### src/rtl/expansion_timer.sv
// expansion_timer: NUM_CH down-counting timers behind the 8-bit expansion bus.
// Each channel has a RELOAD value, a live COUNT, CTRL (EN/PERIODIC/IRQEN) and a
// sticky EXP flag. All channels share one prescaler; a shared snapshot keeps
// multi-byte COUNT reads consistent while the counter is running.
module expansion_timer #(
    parameter int         NUM_CH    = 4,
    parameter int         WIDTH     = 16,
    parameter logic [7:0] BASE_ADDR = 8'h40
) (
    input  logic       i_clk,
    input  logic       i_resetn,
    input  logic [7:0] i_bus,
    output logic [7:0] o_bus,
    output logic       o_busNOE,
    input  logic       i_ioSelect,
    input  logic [7:0] i_ioAddress,
    input  logic       i_ioNOE,
    input  logic       i_ioNWE,
    output logic       o_irq
);

    localparam int         NB        = WIDTH / 8;
    localparam logic [8:0] WIN_LO    = {1'b0, BASE_ADDR};
    localparam logic [8:0] WIN_HI    = 9'(int'(BASE_ADDR) + NUM_CH * 16 + 2);
    localparam logic [7:0] OFF_IRQ   = 8'(NUM_CH * 16);
    localparam logic [7:0] OFF_PRESC = 8'(NUM_CH * 16 + 1);

    logic [WIDTH-1:0]  reload_q [NUM_CH];
    logic [WIDTH-1:0]  reload_d [NUM_CH];
    logic [WIDTH-1:0]  count_q  [NUM_CH];
    logic [WIDTH-1:0]  count_d  [NUM_CH];
    logic [NUM_CH-1:0] en_q, en_d, per_q, per_d, ien_q, ien_d, exp_q, exp_d;
    logic [7:0]        presc_q, presc_d, pcnt_q, pcnt_d;
    logic [WIDTH-1:0]  snap_q, snap_d;
    logic              nwe_q, noe_q, irq_q;

    logic       hit, ch_ok, wr, rd_rise, tick;
    logic [7:0] off, rd_byte;
    logic [2:0] ch_idx;
    logic [3:0] rg;
    logic [31:0] rld_w, snap_w;

    assign hit     = i_ioSelect && ({1'b0, i_ioAddress} >= WIN_LO) && ({1'b0, i_ioAddress} < WIN_HI);
    assign off     = i_ioAddress - BASE_ADDR;
    assign ch_idx  = off[6:4];
    assign rg      = off[3:0];
    assign ch_ok   = off < OFF_IRQ;
    assign wr      = hit && !i_ioNWE && nwe_q;
    assign rd_rise = hit && !i_ioNOE && noe_q;
    assign tick    = (pcnt_q == presc_q);
    assign snap_w  = 32'(snap_q);

    // Next-state for prescaler, snapshot and all channel registers.
    // Order inside a channel matters: W1C first so a same-cycle expiry wins,
    // then the tick, then a CTRL write so the written EN beats the one-shot clear.
    always_comb begin
        presc_d  = presc_q;
        pcnt_d   = tick ? 8'd0 : pcnt_q + 8'd1;
        snap_d   = snap_q;
        reload_d = reload_q;
        count_d  = count_q;
        en_d     = en_q;
        per_d    = per_q;
        ien_d    = ien_q;
        exp_d    = exp_q;

        if (wr && off == OFF_PRESC) begin
            presc_d = i_bus;
            pcnt_d  = 8'd0;
        end

        for (int c = 0; c < NUM_CH; c++) begin
            if (rd_rise && ch_ok && rg == 4'h4 && ch_idx == 3'(c)) begin
                snap_d = count_q[c];
            end

            if (wr && ch_ok && ch_idx == 3'(c)) begin
                if (rg == 4'h9 && i_bus[0]) begin
                    exp_d[c] = 1'b0;
                end
                for (int b = 0; b < NB; b++) begin
                    if (rg == 4'(b)) begin
                        reload_d[c][8*b +: 8] = i_bus;
                    end
                end
            end

            if (tick && en_q[c]) begin
                if (count_q[c] != '0) begin
                    count_d[c] = count_q[c] - WIDTH'(1);
                end else begin
                    exp_d[c] = 1'b1;
                    if (per_q[c]) begin
                        count_d[c] = reload_q[c];
                    end else begin
                        en_d[c] = 1'b0;
                    end
                end
            end

            if (wr && ch_ok && ch_idx == 3'(c) && rg == 4'h8) begin
                en_d[c]  = i_bus[0];
                per_d[c] = i_bus[1];
                ien_d[c] = i_bus[2];
                if (i_bus[0] && !en_q[c]) begin
                    count_d[c] = reload_q[c];
                end
            end
        end
    end

    // Register update; strobe history resets to idle-high so no commit fires on reset release.
    always_ff @(posedge i_clk or negedge i_resetn) begin
        if (!i_resetn) begin
            for (int c = 0; c < NUM_CH; c++) begin
                reload_q[c] <= '0;
                count_q[c]  <= '0;
            end
            en_q    <= '0;
            per_q   <= '0;
            ien_q   <= '0;
            exp_q   <= '0;
            presc_q <= '0;
            pcnt_q  <= '0;
            snap_q  <= '0;
            nwe_q   <= 1'b1;
            noe_q   <= 1'b1;
            irq_q   <= 1'b0;
        end else begin
            reload_q <= reload_d;
            count_q  <= count_d;
            en_q     <= en_d;
            per_q    <= per_d;
            ien_q    <= ien_d;
            exp_q    <= exp_d;
            presc_q  <= presc_d;
            pcnt_q   <= pcnt_d;
            snap_q   <= snap_d;
            nwe_q    <= i_ioNWE;
            noe_q    <= i_ioNOE;
            irq_q    <= |(exp_q & ien_q);
        end
    end

    // Read data mux; bytes beyond WIDTH fall out as zero via 32-bit zero extension.
    always_comb begin
        rd_byte = 8'h00;
        rld_w   = '0;
        if (ch_ok) begin
            for (int c = 0; c < NUM_CH; c++) begin
                if (ch_idx == 3'(c)) begin
                    rld_w = 32'(reload_q[c]);
                    case (rg)
                        4'h0, 4'h1, 4'h2, 4'h3: rd_byte = rld_w[{rg[1:0], 3'b000} +: 8];
                        4'h4:                   rd_byte = count_q[c][7:0];
                        4'h5, 4'h6, 4'h7:       rd_byte = snap_w[{rg[1:0], 3'b000} +: 8];
                        4'h8:                   rd_byte = {5'b0, ien_q[c], per_q[c], en_q[c]};
                        4'h9:                   rd_byte = {7'b0, exp_q[c]};
                        default:                rd_byte = 8'h00;
                    endcase
                end
            end
        end else if (off == OFF_IRQ) begin
            rd_byte = 8'(exp_q & ien_q);
        end else if (off == OFF_PRESC) begin
            rd_byte = presc_q;
        end
    end

    assign o_busNOE = !(hit && !i_ioNOE);
    assign o_bus    = o_busNOE ? 8'h00 : rd_byte;
    assign o_irq    = irq_q;

endmodule

### config.mk
export PLATFORM = sky130hd
export DESIGN_NAME = expansion_timer
export DESIGN_NICKNAME = d
export VERILOG_FILES = /design/src/rtl/expansion_timer.sv
export SDC_FILE = /design/constraint.sdc
export NUM_CORES = 1
export LEC_CHECK = 0
export BUFFER_PORTS_ARGS = -buffer_cell sky130_fd_sc_hd__clkbuf_2
export CAP_MARGIN = 20
export CORE_UTILIZATION = 33
export CTS_CLUSTER_DIAMETER = 30
export DETAILED_ROUTE_END_ITERATION = 12
export GPL_TIMING_DRIVEN = 0
export PLACE_DENSITY = 0.45
export SKIP_CTS_REPAIR_TIMING = 1
export SYNTH_ARGS = -nofsm -noshare
export SYNTH_HDL_FRONTEND = slang
export SYNTH_SLANG_ARGS = --single-unit
export TNS_END_PERCENT = 50
### constraint.sdc
create_clock -name i_clk -period 2.65 [get_ports i_clk]
set_clock_uncertainty 0.1 [all_clocks]
set_input_delay 0.1325 -clock i_clk [delete_from_list [all_inputs] [get_ports i_clk]]
set_output_delay 0.1325 -clock i_clk [all_outputs]
set_load 0.05 [all_outputs]
==> qor.log <==
[critical_path] register-to-register setup slack 90 ps
[status] violated checks setup timing
[power] clock network fraction of total power 0.413
[clock_network] clock slew seen by the registers of the worst setup and hold paths 70 ps
[yosys] main flop type after synthesis dfrtp_1
[timing] number of pins exceeding their max-slew limit in the final report 0
[status] outcome finished with violations
[yosys] leading cell type by number of instances after synthesis dfrtp_1
[power] combinational group share of total power 0.187
[clock_network] number of H-tree levels 4
[critical_path] worst-path cell with the longest stage delay a311oi_4
[clock_network] TritonCTS clock tree built
[placed_design] GP Congestion 0.9914
[final_layout] area growth from synthesis to layout 20.45%
[yosys] syn_area_per_cell 8.976 sq um
[clock_network] CTS Buf Count 17
[detailed_routing] Avg Vias per Cell 5.870
[yosys] count of flip-flops with a built-in enable after synthesis 0
[power] standby leakage power 5.368 nW
[floorplan] die width 182.7 um
[timing] setup violation total in the final timing report 4
[power] part of the power in registers 0.399
[floorplan] effective utilization at floorplan 0.3381
[floorplan] die area 0.03339 sq mm
[power] Sw Ratio 0.3191
[critical_path] crit path buf inv count 4
[detailed_routing] number of routed nets with antenna violations 0
[final_layout] Post-layout nets 1307
[detailed_routing] final wirelength 44350 um
[yosys] number of storage elements in the synthesis netlist 171
[yosys] net count of the mapped netlist 1236
[yosys] cell area after technology mapping 0.01078 sq mm
[power] Cell Int Power 0.004924 W
[timing] final hold violation count 0
[detailed_routing] vias after detailed routing 10100
[critical_path] Required @ worst endpoint 2420 ps
[timing] unrepaired setup endpoints after global routing yes
[detailed_routing] number of DRC markers in iteration 0 972
[timing] worst setup slack after layout -30.43 ps
[timing] timing-limited maximum frequency 373.1 MHz
[grt] pin count of the biggest net entering global routing 99
[yosys] cell taking the most area after synthesis dfrtp_1
[detailed_routing] DRT Pass-1 Iters 7
[timing] ratio of final minimum period to clock period 1.011
[floorplan] die outline height 182.7 um
[critical_path] critical path's largest stage delay 400 ps
[yosys] sequential area share after synthesis 0.3972
[floorplan] count of pins on the block boundary 31
[timing] worst slew margin relative to its limit 0.4176
[critical_path] CP Capture Type output pin
[placed_design] cell area reported after detailed placement 0.01164 sq mm
[final_layout] number of filler cells placed in the layout 3263
[hold_path] type of the most critical hold path in -> reg
[detailed_routing] detail-routed net length per standard cell 25.78 um
[final_layout] Non-Filler Cell Area, Final 0.01299 sq mm
[critical_path] Crit Path Class in -> out
[critical_path] Worst setup SP type input port
[grt] global-route usage over all layers 0.2720
[floorplan] Placement Rows 65
[yosys] Post-synth ARST share 1.000
[yosys] Area contributors post-synth dfrtp_1 39%, mux2_1 5.2%, nor2_1 4.1%
[timing] total negative slack -53.33 ps
[power] largest vdd supply drop 460.3 uV
[critical_path] cell family contributing the most delay on the critical path compound AO/OA/AOI/OAI gates
[yosys] number of standard cells after synthesis 1201
[clock_network] CTS Sinks 171
[grt] wire length of the first global-routing pass 65880 um
[yosys] number of different library cells in the post-synthesis netlist 81
[clock_network] Max Root-Sink Buffers 2
[placed_design] HPWL Detailed 32460 um
[final_layout] Ant. Diodes 0
[critical_path] crit path cell chain buf_2 -> nor4_4 -> buf_4 -> buf_12 -> a221oi_2 -> o41ai_1 -> nand4_1 -> a311oi_4 -> buf_6
[critical_path] arrival time of the worst setup path 2450 ps
[critical_path] Worst Path Max Fanout 10
[power] power dissipated by switching net loads 0.002308 W
[placed_design] Port Buf Inserts 28
[clock_network] clock latency on the worst-skew pair 450 ps
[grt] number of antenna violations at the first check in global routing 3
[grt] number of global-route vias before repair 9642
[detailed_routing] DRC violations left 0
[floorplan] floorplan core area 0.03188 sq mm
[yosys] fraction of synthesized cell area taken by the top area cell type 0.3923
[timing] clock period minus final worst setup slack 2680 ps
[yosys] leading cell types by count after synthesis 169 x dfrtp_1, 118 x nor2_1, 107 x nand2_1
[grt] overall overflow remaining after global route 0
[timing] slew of the pin with the lowest slew margin 873.6 ps
[yosys] count of yosys warnings during synthesis 0
[clock_network] root buffer cell clkbuf_16
[flow_run] max-capacitance violation count 0
[final_layout] proportion of layout cells with a drive suffix above 1 0.1961
[power] PwrDens 557.0 mW/mm^2
==> final timing paths <==
path,startpoint,to,cells past startpoint
setup / recovery,i_ioAddress[1],o_bus[4],9
hold / removal,i_bus[0],reload_q[40],2
setup reg to reg,count_q[33],count_q[44],7
hold reg to reg,snap_q[12],snap_q[12],2
max in group asynchronous,i_resetn,count_q[0],3
min in group asynchronous,i_resetn,count_q[39],2
==> cells in the final DEF (no fill, tap or decap), drive strengths merged, types with 36 or more instances in the layout <==
cell,instances
a21oi,61
buf,57
clkbuf,90
dfrtp,169
mux2,89
nand2,111
nand3,39
nor2,120
nor3,36
o21ai,85
==> final cells by class <==
class,instances,area (sq um),share of cell area
Tap cell,435,544.3,0.04192
Multi-Input combinational cell,921,6533,0.5031
Clock inverter,14,241.5,0.01860
Sequential cell,171,4288,0.3302
Clock buffer,18,439.2,0.03382
Buffer,76,395.4,0.03045
Inverter,27,105.1,0.008094
Timing Repair Buffer,58,439.2,0.03382
==> stage by stage <==
stage	setup slack (ps)	instances	util	total power (W)	hold WS, ps
floorplan	27.39	1201	-	0.003641	-263.1
global placement	-2203	1664	0.3639	0.004213	145.1
detailed placement	-1231	1665	0.3651	0.004201	106.6
CTS	-768.3	1697	0.3864	0.007216	-376.9
global route	-119.5	1720	0.4073	0.007540	56.14
finish	-30.43	1720	0.4073	0.007233	91.53
==> flip-flops by register name, indices dropped and copies added, names as in the netlist, 4 cells and up <==
signal,count
count_q,64
reload_q,64
pcnt_q,8
presc_q,8
snap_q,8
en_q,4
exp_q,4
ien_q,4
per_q,4
==> worst register-to-register path, stage by stage (launching register included) <==
cell,delay (ps)
dfrtp_1,500
inv_1,130
ha_1,190
nor3b_1,720
and3_1,350
nand3_1,120
mux2i_1,190
o22ai_1,110
==> power groups by stage <==
| stage | registers, W | logic [W] | clock network (W) |
|---|---|---|---|
| after global placement | 0.00291 | 0.00131 | 0 |
| after global routing | 0.00290 | 0.00148 | 0.00315 |
| after floorplan | 0.00285 | 0.000790 | 0 |
| after CTS | 0.00285 | 0.00130 | 0.00306 |
| after detailed placement | 0.00290 | 0.00130 | 0 |
| final | 0.00289 | 0.00136 | 0.00299 |
==> layer usage <==
metal  track usage  vias to the layer above  part of all wire
met2        0.4232                      344              0.46
met5             0                        -                 0
met3       0.04786                       64             0.053
met4        0.1002                        0             0.032
met1        0.3767                     5019              0.45
li1              -                     4669                 -
==> cells by family (layout without fill, tap and decap cells) <==
group / after synthesis / in the layout / synth area share
buffers and inverters: 109 / 193 / 0.04132
flip-flops: 171 / 171 / 0.3972
AO/OA/AOI/OAI: 335 / 335 / 0.2081
AND/OR/NAND/NOR: 447 / 447 / 0.2123
XOR/XNOR: 16 / 16 / 0.01300
multiplexers: 109 / 109 / 0.1119
adder cells (fa/ha/maj): 14 / 14 / 0.01625
No activity file was read; power rests on OpenSTA's default activity.
